==> src/rtl/mul_fx_pipe_if.sv <==
// Bundle of the multiplier's flow-control and data signals.
// master = producer/consumer side driving operands and out_ready,
// slave  = the multiplier pipeline itself.
interface mul_fx_pipe_if #(
   parameter int N         = 16,
   parameter int R         = 8,
   parameter int PRECISION = 16,
   parameter int M         = 16
);
   logic                   flush;
   logic                   in_valid;
   logic                   in_ready;
   logic [N-1:0]           a;
   logic [R+PRECISION-1:0] b;
   logic                   out_valid;
   logic                   out_ready;
   logic [M-1:0]           out;
   logic                   out_sat;

   modport master (
      output flush, in_valid, a, b, out_ready,
      input  in_ready, out_valid, out, out_sat
   );

   modport slave (
      input  flush, in_valid, a, b, out_ready,
      output in_ready, out_valid, out, out_sat
   );
endinterface

==> src/rtl/mul_fx_pipe.sv <==
// mul_fx_pipe: pipelined unsigned fixed-point multiplier, out = sat_M((a*b) >> PRECISION).
// Optional build macro MUL_FX_PIPE_ROUND_EN selects round-half-up instead of truncation.
// Slot layout: slot 0 holds operands, middle slots hold the product,
// the last slot holds the shifted/saturated result (STAGES = 1 collapses all into one).
//
// Handshake: a transfer happens on a rising edge where valid & ready are both 1.
// in_ready depends combinationally on out_ready through the slot chain; a producer
// must hold a/b/in_valid stable until accepted, and out/out_sat hold while
// out_valid & !out_ready. flush overrides every transfer and empties the pipe.
module mul_fx_pipe #(
   parameter int N         = 16,
   parameter int R         = 8,
   parameter int PRECISION = 16,
   parameter int M         = 16,
   parameter int STAGES    = 3
) (
   input logic           clk,
   input logic           rst_n,
   mul_fx_pipe_if.slave  bus
);
   localparam int BW = R + PRECISION;
   localparam int PW = N + BW;
   localparam int QW = N + R;
`ifdef MUL_FX_PIPE_ROUND_EN
   localparam int QX = QW + 1;
`else
   localparam int QX = QW;
`endif
   localparam logic [QX-1:0] MAXV = {{(QX-M){1'b0}}, {M{1'b1}}};

   logic [STAGES-1:0] r_v;
   logic [STAGES-1:0] w_rdy;
   logic [STAGES-1:0] w_vup;
   logic [PW-1:0]     w_p0;
   logic [PW-1:0]     w_plast;
   logic [QX-1:0]     w_q;
   logic              w_sat;
   logic [M-1:0]      w_res;
   logic [M-1:0]      r_out;
   logic              r_sat;

   // Ready chain: a slot can load if it is empty or anything downstream can move.
   always_comb begin
      logic acc;
      acc   = bus.out_ready;
      w_rdy = '0;
      for (int i = STAGES - 1; i >= 0; i--) begin
         acc      = acc | ~r_v[i];
         w_rdy[i] = acc;
      end
   end

   // Valid feeding each slot: the input for slot 0, the previous slot otherwise.
   always_comb begin
      w_vup    = '0;
      w_vup[0] = bus.in_valid;
      for (int i = 1; i < STAGES; i++) begin
         w_vup[i] = r_v[i-1];
      end
   end

   // Slot valid bits; flush empties the whole pipe ahead of any transfer.
   always_ff @(posedge clk or negedge rst_n) begin
      if (!rst_n) begin
         r_v <= '0;
      end else if (bus.flush) begin
         r_v <= '0;
      end else begin
         for (int i = 0; i < STAGES; i++) begin
            if (w_rdy[i]) r_v[i] <= w_vup[i];
         end
      end
   end

   generate
      if (STAGES >= 2) begin : g_opreg
         logic [N-1:0]  r_a;
         logic [BW-1:0] r_b;
         // Operand capture in slot 0 (data only, no reset needed).
         always_ff @(posedge clk) begin
            if (!bus.flush && w_rdy[0] && w_vup[0]) begin
               r_a <= bus.a;
               r_b <= bus.b;
            end
         end
         assign w_p0 = PW'(r_a) * PW'(r_b);
      end else begin : g_opcomb
         assign w_p0 = PW'(bus.a) * PW'(bus.b);
      end
   endgenerate

   generate
      if (STAGES >= 3) begin : g_mid
         localparam int NMID = STAGES - 2;
         logic [PW-1:0] r_mid [1:NMID];
         logic [PW-1:0] w_src [1:NMID];
         // Source of each product slot: fresh product for the first, previous slot after.
         always_comb begin
            w_src    = '{default: '0};
            w_src[1] = w_p0;
            for (int k = 2; k <= NMID; k++) begin
               w_src[k] = r_mid[k-1];
            end
         end
         // Product slots advance with the same rule as their valid bits.
         always_ff @(posedge clk) begin
            for (int k = 1; k <= NMID; k++) begin
               if (!bus.flush && w_rdy[k] && w_vup[k]) r_mid[k] <= w_src[k];
            end
         end
         assign w_plast = r_mid[NMID];
      end else begin : g_nomid
         assign w_plast = w_p0;
      end
   endgenerate

`ifdef MUL_FX_PIPE_ROUND_EN
   // One extra bit so adding the half-LSB can never wrap before saturation.
   logic [PW:0] w_pr;
   assign w_pr = {1'b0, w_plast} + ((PW+1)'(1) << (PRECISION - 1));
   assign w_q  = QX'(w_pr >> PRECISION);
`else
   assign w_q  = QX'(w_plast >> PRECISION);
`endif

   assign w_sat = (w_q > MAXV);
   assign w_res = w_sat ? {M{1'b1}} : w_q[M-1:0];

   // Result slot: reset to zero so out is defined right after reset.
   always_ff @(posedge clk or negedge rst_n) begin
      if (!rst_n) begin
         r_out <= '0;
         r_sat <= 1'b0;
      end else if (!bus.flush && w_rdy[STAGES-1] && w_vup[STAGES-1]) begin
         r_out <= w_res;
         r_sat <= w_sat;
      end
   end

   assign bus.in_ready  = w_rdy[0];
   assign bus.out_valid = r_v[STAGES-1];
   assign bus.out       = r_out;
   assign bus.out_sat   = r_sat;
endmodule

==> src/flat_wrapper.sv <==
// flat-port wrapper written by rule: the top's interface ports become plain ports
module mul_fx_pipe_flat 
#(
   parameter int N         = 16,
   parameter int R         = 8,
   parameter int PRECISION = 16,
   parameter int M         = 16,
   parameter int STAGES    = 3
)
  (clk, rst_n, bus_flush, bus_in_valid, bus_a, bus_b, bus_out_ready, bus_in_ready, bus_out_valid, bus_out, bus_out_sat);
  mul_fx_pipe_if #(.N(N), .R(R), .PRECISION(PRECISION), .M(M)) bus_i ();
  input logic clk;
  input logic rst_n;
  input wire logic [$bits(bus_i.flush)-1:0] bus_flush;
  input wire logic [$bits(bus_i.in_valid)-1:0] bus_in_valid;
  input wire logic [$bits(bus_i.a)-1:0] bus_a;
  input wire logic [$bits(bus_i.b)-1:0] bus_b;
  input wire logic [$bits(bus_i.out_ready)-1:0] bus_out_ready;
  output wire logic [$bits(bus_i.in_ready)-1:0] bus_in_ready;
  output wire logic [$bits(bus_i.out_valid)-1:0] bus_out_valid;
  output wire logic [$bits(bus_i.out)-1:0] bus_out;
  output wire logic [$bits(bus_i.out_sat)-1:0] bus_out_sat;
  assign bus_i.flush = bus_flush;
  assign bus_i.in_valid = bus_in_valid;
  assign bus_i.a = bus_a;
  assign bus_i.b = bus_b;
  assign bus_i.out_ready = bus_out_ready;
  assign bus_in_ready = bus_i.in_ready;
  assign bus_out_valid = bus_i.out_valid;
  assign bus_out = bus_i.out;
  assign bus_out_sat = bus_i.out_sat;
  mul_fx_pipe #(.N(N), .R(R), .PRECISION(PRECISION), .M(M), .STAGES(STAGES)) u_core (.clk(clk), .rst_n(rst_n), .bus(bus_i));
endmodule
==> config.mk <==
export PLATFORM = sky130hd
export DESIGN_NAME = mul_fx_pipe_flat
export DESIGN_NICKNAME = d
export VERILOG_FILES = /design/src/rtl/mul_fx_pipe_if.sv /design/src/rtl/mul_fx_pipe.sv /design/src/flat_wrapper.sv
export SDC_FILE = /design/constraint.sdc
export NUM_CORES = 1
export LEC_CHECK = 0
export CAP_MARGIN = 25
export CELL_PAD_IN_SITES_DETAIL_PLACEMENT = 1
export CELL_PAD_IN_SITES_GLOBAL_PLACEMENT = 1
export CORE_UTILIZATION = 35
export DETAILED_ROUTE_END_ITERATION = 10
export HOLD_SLACK_MARGIN = 0.08
export MAX_ROUTING_LAYER = met4
export PLACE_DENSITY_LB_ADDON = 0.05
export SYNTH_ARGS = -nofsm -noshare
export SYNTH_HDL_FRONTEND = slang
export SYNTH_SLANG_ARGS = --single-unit
==> constraint.sdc <==
create_clock -name clk -period 8.9 [get_ports clk]
set_input_delay 2.225 -clock clk [delete_from_list [all_inputs] [get_ports clk]]
set_output_delay 2.225 -clock clk [all_outputs]
set_load 0.1 [all_outputs]
Word level (Yosys, flattened, before mapping):

Memory sizes are Yosys's and may differ from the RTL's.
Cells that the tools add are included.

* latch bits: 0
* memories: 1
* ROM bits: 0
* flip-flop bits (word level): 60
* RAM bits: 40

Memory list
* u_core.g_mid.r_mid: depth 1, bits a word 40, read ports 1, clocked after Yosys merged registers in 0, write ports 1, RTL line mul_fx_pipe.sv:95 `logic [PW-1:0] r_mid [1:NMID];`

* reduce and logical (&&, ||, !) cells: 10
* multiply operators: 1
* $add $sub $neg: 0
* eq/ne operators: 0
* muxes and demuxes: 7
* divide/modulo/power cells: 0
* bitwise logic cells: 6
* magnitude comparators: 1
* shift operators: 0

Operators by type and width (number)
* $mul A16 B24 Y40: 1
* $gt A24 B16 Y1 const B: 1
* $mux W16: 1
* $logic_and A1 B1 Y1: 6
* $reduce_bool A2 Y1: 3
* $mux W1: 5
* $mux W3: 1
* $not A1 Y1: 3
* $or A1 B1 Y1: 3
* $logic_not A1 Y1: 1

Depth between registers and ports, before layout:

* depth in word-level cells: 7
* mapped depth: 23

Worst setup path after synthesis:

No wires, ideal clock.

* kind: register to register
* start: register u_core.g_opreg.r_b[13]
* end: memory u_core.g_mid.r_mid[1][35] in the netlist's numbering (data pin)
* arrival time: 5950 ps
* buffers on the path: 1
* period minus slack after synthesis: 6215 ps
* required time: 8635 ps
* cell stages (with the launch flop): 22
* slack: 2685 ps
* cells stage by stage: edfxtp_1 clkbuf_1 nand2_1 fa_1 inv_1 fa_1 inv_1 fa_1 inv_1 fa_1 fa_1 inv_1 fa_1 inv_1 ha_1 nand4_1 or4_4 a2111oi_4 o211ai_2 a41oi_2 a21boi_1 xnor2_1

RTL lines
* start: declaration: RTL line mul_fx_pipe.sv:78 `logic [BW-1:0] r_b;`
* start signal: assignment: RTL line mul_fx_pipe.sv:83 `r_b <= bus.b;`
* end: declaration: RTL line mul_fx_pipe.sv:95

==> flow_metrics.tcl <==
set metrics [dict create \
    status "completed" \
    die_height_um 208 \
    post-cts-setup-buffer-count 0 \
    drv_cap 0 \
    hold_violations 0 \
    ys_seq_area_share_pct 16.3 \
    fillers 4722 \
    required_ns 9.02 \
    multi_input_area_um2 10900 \
    final_max_slew_viol_count 0 \
    grt_pass1_vias 11600 \
    die_x_um 208 \
    grt_pass1_wl_um 66400 \
    fin_crit_ns 6.94 \
    crit_type "flip-flop to flip-flop" \
    min_path_type "flip-flop to flip-flop" \
    htreeDepth 3 \
    worstMarginPinSlew_ns 1.07 \
    grt-ovfl-total 0 \
    ys_warn_count 0 \
    start_util_pct 35.4 \
    cts_hold_buffers 0 \
    drc 0 \
    syn_inst 1537 \
    synth_largest_area_cell "fa_1" \
    drt_pass1_iterations 4 \
    setup_violations 0 \
    cp_max_fo 24 \
    io_buffers 63 \
    synth-edff-count 64 \
    hold_path_end "u_core.bus.out[1]$_DFFE_PN0P_" \
    timing.final.crit_share_pct 78.0 \
    netlist_top_cells_area "fa_1 41%, edfxtp_1 13%, ha_1 9.2%, inv_1 8.8%, and2_1 6.7%" \
    yosys-top-cells-count "349 x inv_1, 305 x fa_1, 246 x nand2_1" \
    rrSetupSlack_ns 1.96 \
    arrival_ns 7.06 \
    synthArstFlopShare_pct 23.8 \
    ant_nets 0 \
    worstHoldStart "u_core.g_mid.r_mid[1][17]$_DFFE_PP_" \
    cts-root-buf "clkbuf_16" \
    syn_area_um2 14900 \
    via_per_inst 4.91 \
    timing.rr.start "u_core.g_opreg.r_a[1]$_DFFE_PP_" \
    grt_usage_pct 21.0 \
    core_area_um2 41900 \
    postSynthNetCount 1996 \
    io_pins 64 \
    clock-sinks 84 \
    ys_ff_latch 84 \
    finalSetupTns_ns 0 \
    cts_tree "built" \
    skew_ns 0.00959 \
    dieArea_um2 43300 \
    antenna_cells 0 \
    rsz0062_at_grt "no" \
    grt_start_max_net_pins 41 \
    drive_gt1_share_pct 2.81 \
    numCtsBuffers 9 \
    hold_path_depth 1 \
    area_growth_pct 10.8 \
    yosysUniqueCellTypes 52 \
    synth_top_area_share_pct 41.1 \
    r2r_cells 20 \
    rows 75 \
    synth_top_flop_cell "edfxtp_1" \
    antenna_found_initial 0 \
    yosysMostFrequentCell "inv_1" \
    cts_buffer_depth 2 \
    regArea_um2 2420 \
    rr_endpoint "u_core.g_mid.r_mid[1][35]$_DFFE_PP_" \
    dp_hpwl_um 33000 \
    path_clk_slew_ns 0.07 \
    cp-end-kind "flip-flop" \
    clock_latency_ns 0.38 \
    avgSynthCellArea_um2 9.66 \
    relSlewSlack_pct 28.7 \
    wirelength_um 41500 \
    finalNetCount 2021 \
    num_vias 10300 \
    fmax_ghz 0.144 \
    drtIter0Drc 337 \
    cts_resized 0 \
    start_kind "flip-flop" \
    wl_per_cell_um 19.7 \
    gp_routability_congestion 0.793 \
]
routing by layer:
metal | vias to the layer above | global-route usage, % | routed length, um
li1 | 4680 | - | -
met4 | 0 | 7.43 | 1360
met5 | - | - | 0
met1 | 5502 | 23.8 | 16500
met3 | 56 | 2.58 | 816
met2 | 110 | 38.0 | 22800
cell usage in the layout, fill, tap and decap left out, types with 7 or more instances in the layout:
master / instances
clkbuf_16: 9
nor2_1: 16
dfrtp_1: 20
buf_4: 12
inv_1: 349
ha_1: 109
o22a_1: 17
a21oi_1: 36
xor2_1: 8
a21o_1: 13
o21ai_1: 12
edfxtp_1: 64
nand2_1: 246
and3_1: 7
clkdlybuf4s50_1: 63
nand3_1: 13
fa_1: 305
and2_1: 160
xnor2_1: 15
worst max-delay path: stages (launching register included):
cell and delay (ns):
edfxtp_1 0.95, nand2_1 0.18, fa_1 0.58, inv_1 0.05, fa_1 0.52, inv_1 0.05
fa_1 0.50, inv_1 0.05, fa_1 0.49, fa_1 0.49, inv_1 0.05, fa_1 0.47
inv_1 0.04, ha_1 0.34, nand4_1 0.14, or4_4 0.56, a2111oi_4 0.47, o211ai_2 0.18
a41oi_2 0.30, a21boi_1 0.12, xnor2_1 0.13
cell families (layout without fill, tap and decap cells):
family	after synthesis	after routing	synth area share, %
mux	1	1	0.0758
buf+inv	415	445	10.5
fa+ha+maj	414	414	50.3
simple gates	478	478	15.7
compound gates	122	122	5.78
flops	84	84	16.3
xor+xnor	23	23	1.36
metrics by stage:
step                      utilization [%]  hold slack [ns]  std cells  worst slack (ns)  instance area, um2
after global placement               38.2            0.447       2085              1.91               16000
final                                39.2            0.457       2106              1.96               16500
after detailed placement             38.2            0.445       2086              1.83               16000
after CTS                            39.0            0.462       2102              1.81               16300
after floorplan                         -            0.436       1537              2.69               14900
after global routing                 39.2            0.484       2106              1.62               16500
final cells by class:
cell class                 count  area share, %
tap                          539           4.10
clock inverter                 7          0.479
sequential                    84           14.7
inverter                     349           7.96
timing repair buffer          80           5.22
clock buffer                   9           1.37
multi-input combinational   1038           66.2
sequential cells by signal, indices dropped and copies added (netlist names):
| name | flops |
|---|---|
| u_core.bus.out | 16 |
| u_core.g_mid.r_mid | 24 |
| u_core.r_v | 3 |
| u_core.g_opreg.r_a | 16 |
| u_core.g_opreg.r_b | 24 |
| u_core.bus.out_sat | 1 |
worst max-delay path by stage:
stage	startpoint	endpoint	slack, ns	cells after the start
2_1_floorplan	u_core.g_opreg.r_b[13]$_DFFE_PP_	u_core.g_mid.r_mid[1][35]$_DFFE_PP_	2.69	21
3_3_place_gp	u_core.g_opreg.r_a[3]$_DFFE_PP_	u_core.g_mid.r_mid[1][35]$_DFFE_PP_	1.91	20
3_5_place_dp	u_core.g_opreg.r_a[4]$_DFFE_PP_	u_core.g_mid.r_mid[1][35]$_DFFE_PP_	1.83	20
4_1_cts	u_core.g_opreg.r_a[4]$_DFFE_PP_	u_core.g_mid.r_mid[1][35]$_DFFE_PP_	1.81	20
5_1_grt	u_core.g_opreg.r_a[1]$_DFFE_PP_	u_core.g_mid.r_mid[1][35]$_DFFE_PP_	1.62	20
6_report	u_core.g_opreg.r_a[1]$_DFFE_PP_	u_core.g_mid.r_mid[1][35]$_DFFE_PP_	1.96	20
Power is not shown: default switching activity piles up to over one toggle a cycle in this logic, so the estimate is an artifact.
